**config.mk**
```make
export PLATFORM = sky130hd
export DESIGN_NAME = conv_encoder
export DESIGN_NICKNAME = d
export VERILOG_FILES = /design/src/rtl/conv_encoder.sv
export SDC_FILE = /design/constraint.sdc
export NUM_CORES = 1
export LEC_CHECK = 0
export BUFFER_PORTS_ARGS = -buffer_cell sky130_fd_sc_hd__buf_2
export CORE_AREA = 5 5 42 44
export CTS_CLUSTER_DIAMETER = 150
export DETAILED_ROUTE_END_ITERATION = 8
export DIE_AREA = 0 0 47 49
export PLACE_DENSITY = 0.77
export SETUP_SLACK_MARGIN = 0.2
export SLEW_MARGIN = 0
export SYNTH_ARGS = -nofsm -noshare
export SYNTH_HDL_FRONTEND = slang
export SYNTH_SLANG_ARGS = --single-unit
```
**constraint.sdc**
```tcl
create_clock -name clk -period 3.6 [get_ports clk]
set_clock_uncertainty 0.15 [all_clocks]
set_input_delay 0.36 -clock clk [delete_from_list [all_inputs] [get_ports clk]]
set_output_delay 0.36 -clock clk [all_outputs]
set_load 0.1 [all_outputs]
```
**src/rtl/conv_encoder.sv**
```systemverilog
// Rate-1/2, K=3 (7,5) convolutional encoder with framed input, two zero tail bits
// and a one-deep registered symbol output with valid/ready flow control.
module conv_encoder #(
  parameter int FRAME_LEN = 8
) (
  input  logic       clk,
  input  logic       rst,
  input  logic       st,
  input  logic       din_valid,
  input  logic       din,
  output logic       din_ready,
  output logic       sym_valid,
  output logic [1:0] sym,
  input  logic       sym_ready,
  output logic       busy,
  output logic       done
);

  localparam int CW = $clog2(FRAME_LEN + 1);
  localparam logic [CW-1:0] LAST_BIT = CW'(FRAME_LEN - 1);

  typedef enum logic [1:0] {
    IDLE = 2'd0,
    DATA = 2'd1,
    TAIL = 2'd2,
    DONE = 2'd3
  } state_t;

  state_t          state_q, state_d;
  logic [1:0]      enc_q, enc_d;
  logic [CW-1:0]   cnt_q, cnt_d;
  logic [1:0]      tail_q, tail_d;
  logic [1:0]      sym_q, sym_d;
  logic            sym_valid_q, sym_valid_d;
  logic            free_s, hs_s, data_acc_s, tail_load_s, load_s, bit_s;

  // Code symbol {c1,c0} for input bit d with encoder state s = {s1,s0}.
  function automatic logic [1:0] encode(input logic d, input logic [1:0] s);
    encode = {d ^ s[1] ^ s[0], d ^ s[0]};
  endfunction

  assign free_s      = !sym_valid_q || sym_ready;
  assign hs_s        = sym_valid_q && sym_ready;
  assign data_acc_s  = (state_q == DATA) && din_valid && free_s;
  assign tail_load_s = (state_q == TAIL) && free_s && (tail_q != 2'd2);
  assign load_s      = data_acc_s || tail_load_s;
  assign bit_s       = (state_q == DATA) ? din : 1'b0;

  // State and datapath registers.
  always_ff @(posedge clk) begin
    if (rst) begin
      state_q     <= IDLE;
      enc_q       <= 2'b00;
      cnt_q       <= '0;
      tail_q      <= 2'd0;
      sym_q       <= 2'b00;
      sym_valid_q <= 1'b0;
    end else begin
      state_q     <= state_d;
      enc_q       <= enc_d;
      cnt_q       <= cnt_d;
      tail_q      <= tail_d;
      sym_q       <= sym_d;
      sym_valid_q <= sym_valid_d;
    end
  end

  // Next-state logic.
  always_comb begin
    state_d = state_q;
    case (state_q)
      IDLE: begin
        if (st) state_d = DATA;
        else    state_d = IDLE;
      end
      DATA: begin
        if (data_acc_s && (cnt_q == LAST_BIT)) state_d = TAIL;
        else                                   state_d = DATA;
      end
      TAIL: begin
        // Leave only once the second tail symbol has actually been consumed.
        if (hs_s && (tail_q == 2'd2)) state_d = DONE;
        else                          state_d = TAIL;
      end
      DONE:    state_d = IDLE;
      default: state_d = IDLE;
    endcase
  end

  // Encoder state, counters and output-register next values.
  always_comb begin
    enc_d       = enc_q;
    cnt_d       = cnt_q;
    tail_d      = tail_q;
    sym_d       = sym_q;
    sym_valid_d = sym_valid_q;
    if ((state_q == IDLE) && st) begin
      enc_d  = 2'b00;
      cnt_d  = '0;
      tail_d = 2'd0;
    end else if (load_s) begin
      // A load wins over a simultaneous handshake so the pipe sustains one symbol per cycle.
      enc_d       = {bit_s, enc_q[1]};
      sym_d       = encode(bit_s, enc_q);
      sym_valid_d = 1'b1;
      if (data_acc_s) cnt_d  = cnt_q + CW'(1);
      else            tail_d = tail_q + 2'd1;
    end else if (hs_s) begin
      sym_valid_d = 1'b0;
    end else begin
      sym_valid_d = sym_valid_q;
    end
  end

  // Output decode.
  always_comb begin
    busy      = (state_q != IDLE);
    done      = (state_q == DONE);
    din_ready = (state_q == DATA) && free_s;
    sym       = sym_q;
    sym_valid = sym_valid_q;
  end

endmodule

```
==> impl_metrics.ini <==
[status]
status = complete, no violations

[detailed_routing]
routed_wl_um = 1290
wire_per_inst_um = 13.1
initialDrtViolationCount = 16
vias = 519
first_pass_iters = 6
vias_per_cell = 5.24
postRouteAntennaNets = 0
route.detailed.drc = 0

[clocking]
cts_resized = 0
post_cts_buffers = 0
numCtsBuffers = 3
cts.sinks = 13
htree_levels = 1
tritoncts = built
ctsRootBufferMaster = clkbuf_4
clk_pin_slew_ns = 0.08
postCtsHoldBufs = 0
clk_latency_ns = 0.26
clock_path_buffers = 2

[critical_path]
crit_cells = 3
crit_path_end = din_ready
reg2reg_depth = 6
r2r-start = tail_q[0]$_SDFFE_PP0P_
crit_arrival_ns = 1.50
crit_path_cell_trace = and2b_1 -> and2_1 -> buf_2
path_class = reg -> out
crit_buf_inv = 1
slowest_stage = dfxtp_1
cp_max_fo = 9
timing.rr.end = enc_q[1]$_SDFFE_PP0P_
worstSetupStartpointType = flip-flop
r2r_setup_slack_ns = 1.76
cp_data_required_time_ns = 3.09
cp-startpoint = state_q[0]$_SDFF_PP0_
worst_path_dominant_cell_family = flip-flops
crit_path_end_kind = output pin
slowest_delay_ns = 0.46

[timing]
setup_violations = 0
slew_violations = 0
fmax_mhz = 497
fin_setup_tns_ns = 0
tightestPinTransition_ns = 0.613
rsz0062_at_grt = false
period_needed_ns = 2.01
hold_viol = 0
min_period_over_period = 0.559
slew_headroom = 0.590

[floorplan]
die_x_um = 47
die_h_um = 49
core_sq_mm = 0.00140
die_area_sq_mm = 0.00230
rows = 14
start_util = 0.462
io_pins = 12

[synthesis]
synth_top_cell_by_area = dfxtp_1
synth_top_family_by_area = simple AND/OR/NAND/NOR gates
syn-num-nets = 76
synthMuxAreaShare = 0.0619
synth_edf_count = 0
synthSimpleGateAreaFrac = 0.275
ys.flop_type = dfxtp_1
yosysWarnings = 0
synth-xor-area-share = 0.104
synth_compound_area_frac = 0.106
postSynth.asyncResetShare = 0
synth_cells = 68
ys_seq_area_frac = 0.402
synth_cell_types = 25
synthAdderAreaFrac = 0.0387
synth-seq-cells = 13
yosys.area.top_type_share = 0.402
synth_area_leaders = dfxtp_1, nor2_1, mux2i_1
syn_avg_cell_area_sq_um = 9.51
syn-cell-area_sq_um = 647

[layout]
multiInputGateArea_sq_um = 379
syn_to_final_growth_pct = 15.7
fin_util = 0.534
diodes = 0
design_area_sq_um = 748
fin_cells = 99
drive_gt1_frac = 0.205
area.sequential_sq_um = 260
nNetsFinal = 92
fill_cells = 146

[run]
cap_viol_max_count = 0

[place]
io_buffers = 11
gp_congestion = 0.703
dp_cells = 95
hpwl_um = 952
place_area_sq_um = 722

[grt]
grt_usage = 0.124
grt_overflow = 0
antenna_found_initial = 0
grt_pass1_vias = 507
grt_pass1_wl_um = 2060
grt_max_degree = 11

[pwr]
max-vdd-ir-drop_v = 0.000181
p_leak_uw = 0.000317
p_per_area_mw_per_mm2 = 393

[hold_path]
holdCritPathClass = in -> reg
-- where the power goes --
part	internal, uW	switching [uW]	leakage, uW
combinational	13.9	42.5	0.000196
clock	42.8	44.2	0.0000150
sequential	147	3.74	0.000105
total	204	90.5	0.000317
-- state kept, by name, indices dropped and copies added, names as in the netlist, named ones only --
signal,count
cnt_q,4
enc_q,2
sym,2
tail_q,2
state_q,1
sym_valid,1
-- logic make-up after synthesis --
group	Yosys count
mux	4
simple gates	32
compound gates	9
fa+ha+maj	2
buf+inv	2
xor+xnor	6
flops	13
-- worst reg2reg max path: stages, from the launching register on --
cell	delay (ns)
dfxtp_1	0.35
inv_1	0.05
ha_1	0.20
or3b_1	0.42
a21oi_4	0.26
mux2i_1	0.23
nor2_1	0.05
-- metrics by stage --
| step | hold WS (ns) | setup slack (ns) | total power [uW] |
|---|---|---|---|
| after floorplan | 0.275 | 1.33 | 198 |
| after global placement | 0.331 | 1.84 | 210 |
| after detailed placement | 0.347 | 1.77 | 210 |
| after CTS | 0.178 | 1.60 | 296 |
| after global routing | 0.181 | 1.51 | 309 |
| final | 0.183 | 1.59 | 294 |
-- per-layer routing --
metal | wire length (um) | global-route usage | vias up
li1 | - | - | 267
met1 | 526 | 0.129 | 239
met2 | 685 | 0.217 | 11
met3 | 69 | 0.0332 | 2
met4 | 12 | 0.0553 | 0
met5 | 0 | 0 | -
-- worst min-delay path by stage --
stage                                 end  cells past startpoint           startpoint
finish                          flip-flop                      2                  rst
global route        state_q[0]$_SDFF_PP0_                      2                  rst
CTS                             flip-flop                      2                  rst
detailed placement    sym[1]$_SDFFE_PP0P_                      2  sym[1]$_SDFFE_PP0P_
global placement      sym[1]$_SDFFE_PP0P_                      2  sym[1]$_SDFFE_PP0P_
floorplan             sym[0]$_SDFFE_PP0P_                      1                  rst
-- final cells by class --
class                           count  share of cell area
Timing Repair Buffer               11              0.0736
Multi-Input combinational cell     53               0.507
Tap cell                           16              0.0268
Inverter                            2              0.0100
Clock buffer                        4              0.0351
Sequential cell                    13               0.348
-- cell usage in the layout (no fill, tap or decap), types with 2 or more instances in the layout --
cell	instances
and2_1	3
dfxtp_1	13
and3b_1	2
clkbuf_4	3
inv_1	2
xnor2_1	2
ha_1	2
nand4_1	4
buf_2	11
mux2i_1	4
nor2_1	13
a21oi_1	4
nor2b_1	2
xor2_1	3
nand2b_1	2
-- synthesized netlist by cell type (all sizes together), types with 2 or more instances --
| master | instances |
|---|---|
| nand4 | 4 |
| xor2 | 3 |
| a211oi | 2 |
| nor2b | 2 |
| a21oi | 5 |
| ha | 2 |
| dfxtp | 13 |
| nand2b | 2 |
| and2 | 3 |
| xnor2 | 2 |
| nor2 | 13 |
| and3b | 2 |
| mux2i | 4 |
| inv | 2 |
Power figures use the tool's default switching activity.
